`src/rtl/modbus_rtu_rx_framer.sv`:
```
// Modbus RTU receive framer: silence-delimited framing, CRC-16/MODBUS check, ready/ack hand-off.
// Optional slave-address filtering is enabled by defining MODBUS_ADDR_FILTER_EN.
module modbus_rtu_rx_framer #(
  parameter int MAX_LEN = 256,
  parameter int LEN_W   = 9,
  parameter int T15     = 17,
  parameter int T35     = 39
) (
  input  logic             clk,
  input  logic             rst,
  input  logic             bit_tick,
  input  logic [7:0]       rx_data,
  input  logic             rx_valid,
  input  logic             rx_err,
  input  logic [7:0]       my_addr,
  input  logic [7:0]       buf_raddr,
  output logic [7:0]       buf_rdata,
  output logic [LEN_W-1:0] frame_len,
  output logic             frame_ready,
  input  logic             frame_ack,
  output logic             frame_drop,
  output logic             rx_overrun
);

  localparam int CNT_W = $clog2(T35 + 1);
  localparam int AW    = $clog2(MAX_LEN);

  typedef enum logic [2:0] {S_SYNC, S_IDLE, S_RECV, S_GAP, S_CHECK, S_HOLD} state_t;

  state_t             state;
  logic [CNT_W-1:0]   sil_cnt;
  logic [15:0]        crc;
  logic [LEN_W-1:0]   len;
  logic               bad;
  logic               ovf;
  logic [7:0]         mem [MAX_LEN];
  logic               wr_en;
  logic [AW-1:0]      wr_addr;
  logic               cnt_full;
  logic               addr_ok;
  logic               frame_ok;

  function automatic logic [15:0] crc16_upd(input logic [15:0] c_in, input logic [7:0] d);
    logic [15:0] c;
    c = c_in ^ {8'h00, d};
    for (int i = 0; i < 8; i++)
      c = c[0] ? ((c >> 1) ^ 16'hA001) : (c >> 1);
    return c;
  endfunction

`ifdef MODBUS_ADDR_FILTER_EN
  logic [7:0] first_byte;
  assign addr_ok = (first_byte == my_addr) || (first_byte == 8'h00);
`else
  logic unused_my_addr;
  assign unused_my_addr = ^my_addr;
  assign addr_ok        = 1'b1;
`endif

  // NOTE: every signal assigned in always_comb gets a default first, so no latch can be inferred.
  always_comb begin
    wr_en    = 1'b0;
    wr_addr  = len[AW-1:0];
    cnt_full = (sil_cnt == CNT_W'(T35));
    frame_ok = !bad && !ovf && (len >= LEN_W'(4)) && (crc == 16'h0000) && addr_ok;
    if (rx_valid && state == S_IDLE) begin
      wr_en   = 1'b1;
      wr_addr = '0;
    end else if (rx_valid && state == S_RECV && len < LEN_W'(MAX_LEN)) begin
      wr_en = 1'b1;
    end
  end

  // NOTE: the byte buffer has no reset; its contents are only meaningful while frame_ready is high.
  always_ff @(posedge clk) begin
    if (wr_en) mem[wr_addr] <= rx_data;
  end

  // NOTE: all sequential state uses non-blocking assignments so every register samples pre-edge values.
  always_ff @(posedge clk) begin
    if (rst) begin
      state       <= S_SYNC;
      sil_cnt     <= '0;
      crc         <= 16'hFFFF;
      len         <= '0;
      bad         <= 1'b0;
      ovf         <= 1'b0;
      buf_rdata   <= '0;
      frame_len   <= '0;
      frame_ready <= 1'b0;
      frame_drop  <= 1'b0;
      rx_overrun  <= 1'b0;
`ifdef MODBUS_ADDR_FILTER_EN
      first_byte  <= '0;
`endif
    end else begin
      frame_drop <= 1'b0;
      rx_overrun <= 1'b0;
      buf_rdata  <= mem[buf_raddr];

      // A received byte restarts the silence measurement even if a tick lands on the same cycle.
      if (rx_valid)
        sil_cnt <= '0;
      else if (bit_tick && !cnt_full)
        sil_cnt <= sil_cnt + CNT_W'(1);

      case (state)
        S_SYNC: if (cnt_full) state <= S_IDLE;
        S_IDLE: begin
          if (rx_valid) begin
            len   <= LEN_W'(1);
            crc   <= crc16_upd(16'hFFFF, rx_data);
            bad   <= rx_err;
            ovf   <= 1'b0;
`ifdef MODBUS_ADDR_FILTER_EN
            first_byte <= rx_data;
`endif
            state <= S_RECV;
          end
        end
        S_RECV: begin
          if (rx_valid) begin
            if (len < LEN_W'(MAX_LEN)) begin
              crc <= crc16_upd(crc, rx_data);
              bad <= bad | rx_err;
              len <= len + LEN_W'(1);
            end else begin
              ovf <= 1'b1;
            end
          end else if (sil_cnt >= CNT_W'(T15)) begin
            state <= S_GAP;
          end
        end
        S_GAP: begin
          if (rx_valid) begin
            frame_drop <= 1'b1;
            state      <= S_SYNC;
          end else if (cnt_full) begin
            state <= S_CHECK;
          end
        end
        S_CHECK: begin
          if (frame_ok) begin
            frame_ready <= 1'b1;
            frame_len   <= len;
            state       <= S_HOLD;
          end else begin
            frame_drop <= 1'b1;
            state      <= S_IDLE;
          end
        end
        S_HOLD: begin
          if (rx_valid) rx_overrun <= 1'b1;
          if (frame_ack) begin
            frame_ready <= 1'b0;
            state       <= (cnt_full && !rx_valid) ? S_IDLE : S_SYNC;
          end
        end
        default: state <= S_SYNC;
      endcase
    end
  end

endmodule

```
`config.mk`:
```
export PLATFORM = sky130hd
export DESIGN_NAME = modbus_rtu_rx_framer
export DESIGN_NICKNAME = d
export VERILOG_FILES = /design/src/rtl/modbus_rtu_rx_framer.sv
export SDC_FILE = /design/constraint.sdc
export NUM_CORES = 2
export LEC_CHECK = 0
export CAP_MARGIN = 0
export CORE_UTILIZATION = 42
export CTS_CLUSTER_DIAMETER = 50
export DETAILED_ROUTE_END_ITERATION = 16
export SKIP_CTS_REPAIR_TIMING = 1
export SYNTH_ARGS = -nofsm -noshare
export SYNTH_HDL_FRONTEND = slang
export SYNTH_SLANG_ARGS = --single-unit
```
`constraint.sdc`:
```
create_clock -name clk -period 2.72 [get_ports clk]
set_input_delay 0.408 -clock clk [delete_from_list [all_inputs] [get_ports clk]]
set_output_delay 0.408 -clock clk [all_outputs]
set_load 0.05 [all_outputs]
```
==> reports/qor.yml <==
run_status:
  status: "complete, but fails checks"
  violations: "negative setup slack"
cts:
  cts_tree: "done"
  clk_pin_slew_ns: 0.06
  clk_latency_ns: 0.90
  numCtsBuffers: 217
  cts_root_buf: "clkbuf_16"
  htree_num_levels: 4
  cts_max_path_buffers: 3
  clock-sinks: 2104
logic_synthesis:
  synth_edf_count: 2048
  synth_top_family_by_area: "multiplexers"
  synth-seq-area-share: 0.748
  ys_ff_latch: 2104
  netlist-cell-type-count: 85
  syn_area_per_cell_um2: 19.5
  yosys-mux-area-fraction: 0.141
  synthCells: 4290
  syn_nets: 4325
  synth_xor_area_frac: 0.00446
  async_flop_share: 0
  syn_area_mm2: 0.0837
  synth-main-ff-cell: "edfxtp_1"
  synth_compound_area_frac: 0.0440
  synthAdderAreaFrac: 0.000748
  synthSimpleGateAreaFrac: 0.0368
  synth_warnings: 0
power:
  pwr-share-clk: 0.435
  combPwrFrac: 0.057
  p_int_mw: 54.5
  power_switching_share: 0.222
  p_per_area_mw_per_mm2: 702
  p_sw_mw: 15.6
  seq_power_share: 0.508
  leakagePower_nw: 33.0
  ir_worst_vdd_v: 0.000625
placement:
  port_buffers: 41
  dp_hpwl_um: 162000
  dpl_worst_slack_ns: -1.16
  gp_congestion: 0.915
  dp.cells: 7453
timing:
  rsz0062_at_grt: "no"
  setup_viol: 1
  slew_violations: 0
  finalCritPeriodShare: 1.01
  finalCriticalPeriod_ns: 2.75
  clock_skew_ns: 0.0818
  tightest_slew_ns: 1.22
  slew_headroom: 0.190
  max_freq_mhz: 364
  setup_ws_ns: -0.0269
  final-hold-violation-count: 0
worst_setup_path:
  endpoint_kind: "register"
  cp_max_fo: 30
  max_stage_delay_ns: 0.63
  rr_endpoint: "mem[251][0]$_DFFE_PP_"
  startpoint_type: "input pin"
  r2r_start: "len[8]$_SDFFE_PP0P_"
  path_cells: "buf_8 > buf_12 > buf_12 > buf_4 > mux2i_1 > o221ai_1 > o22ai_1 > nor4_2 > nand4_1 > o22ai_1"
  worst-r2r-setup-slack_ns: 0.06
  arrival_ns: 3.54
  cp_data_required_time_ns: 3.51
  worst-r2r-cell-count: 8
  slowest_stage: "nor4_2"
  criticalPathCategory: "input pin to register"
  cp-startpoint: "buf_raddr[0]"
  crit_end: "buf_rdata[1]$_SDFF_PP0_"
global_route:
  grt_util_all_layers: 0.239
  grt_pass1_wl_um: 340000
  overflow: 0
  antenna_found_initial: 5
  grt_pass1_vias: 45500
  grt_max_degree: 181
cells_and_area:
  area_growth_pct: 19.5
  fillers: 15800
  nets: 5071
  fin_cells: 7865
  multi_input_area_mm2: 0.0193
  ff_latch_area_mm2: 0.0626
  layout-drive-gt1-share: 0.285
  final_cell_mix: "edfxtp_1 (2048), buf_4 (653), mux2i_1 (321), nor2_1 (314), mux4_2 (292)"
  final_common_cell: "edfxtp_1"
flow_run:
  maxCapViolations: 0
floorplan:
  die_h_um: 448
  rows: 163
  core_mm2: 0.198
  start_util: 0.423
  die_w_um: 448
  fp.dieArea_mm2: 0.201
  io_pins: 50
detailed_routing:
  route.vias.total: 46200
  drcViolationCount: 0
  wirelength_um: 239000
  drt-initial-drc-count: 6050
  dr.pass1.iters: 5
  drtAntennaViolNets: 0
  vias_per_cell: 5.87
  wl_per_cell_um: 30.4
min_path:
  min_from: "rx_data[1]"
  hold_class: "input pin to register"
metal layers:
metal | vias up | share of wire | track usage
met3 | 350 | 0.092 | 0.0471
met5 | - | 0.00024 | 0
li1 | 19300 | - | -
met2 | 2328 | 0.47 | 0.373
met4 | 4 | 0.033 | 0.0790
met1 | 24200 | 0.41 | 0.337
through the flow:
stage | total power [mW] | TNS, ns | cell area [µm²] | utilization | hold slack [ns]
final | 70.1 | -0.0269 | 99900 | 0.506 | 0.113
after global routing | 71.9 | 0 | 99900 | 0.506 | 0.0664
after CTS | 70.5 | -27.90 | 99700 | 0.505 | -0.239
after detailed placement | 40.3 | -247.51 | 92300 | 0.467 | 0.484
after global placement | 40.3 | -272.26 | 92300 | 0.467 | 0.480
after floorplan | 38.2 | 0 | 83700 | - | 0.454
synth_stat cells (25+ instances only):
cell type	instances	area, µm²
xnor2_1	25	219
nand3_1	48	240
mux2i_1	321	3210
a21oi_1	82	410
mux4_1	73	1920
o221ai_1	112	981
a22oi_1	45	338
nor2_1	355	1330
nand2b_1	27	169
nand2_1	77	289
o22ai_1	62	388
o21ai_0	45	225
nor3_1	47	235
dfxtp_1	56	1120
buf_2	68	340
mux4_2	292	6580
clkbuf_1	103	387
edfxtp_1	2048	61500
sequential cells by signal, indices dropped and copies added (netlist names), 3 cells and up:
name,count
buf_rdata,8
frame_len,9
state,3
sil_cnt,6
crc,16
len,9
mem,2048
power by group through the flow:
stage	clock network, mW	logic (mW)	registers, mW
2_1_floorplan	0	1.85	36.3
3_3_place_gp	0	3.94	36.3
3_5_place_dp	0	3.97	36.3
4_1_cts	30.9	3.98	35.6
5_1_grt	32.1	4.16	35.6
6_report	30.5	4.00	35.6
critical path: cells and delay by family:
kind / cells / cell delay, ns
AND/OR/NAND/NOR: 2 / 0.97
multiplexers: 1 / 0.10
AO/OA/AOI/OAI: 3 / 1.04
buffers and inverters: 4 / 0.94
final cells by class:
type                    instances  share of cell area
clock inverters               153              0.0185
diodes                          1           0.0000250
flip-flops and latches       2104               0.627
clock buffers                 254              0.0557
repair buffers                793              0.0731
well taps                    2640              0.0331
inverters                       9            0.000363
multi-input cells            1911               0.193
cells by family (layout without fill, tap and decap cells):
logic type               Yosys count  count (layout)
AO/OA/AOI/OAI                    495             495
AND/OR/NAND/NOR                  674             674
buffers and inverters            275            1209
adder cells (fa/ha/maj)            5               5
other                              0               1
XOR/XNOR                          41              41
flip-flops                      2104            2104
multiplexers                     696             696
worst min path at each step:
stage	endpoint	cells after the start
6_report	mem[30][1]$_DFFE_PP_	2
5_1_grt	mem[30][1]$_DFFE_PP_	2
4_1_cts	mem[144][2]$_DFFE_PP_	1
3_5_place_dp	frame_len[5]$_SDFFE_PP0P_	2
3_3_place_gp	sil_cnt[1]$_SDFFE_PP0P_	2
2_1_floorplan	ovf$_SDFFE_PP0P_	2
Note: power is estimated with default switching activity, not from simulation.
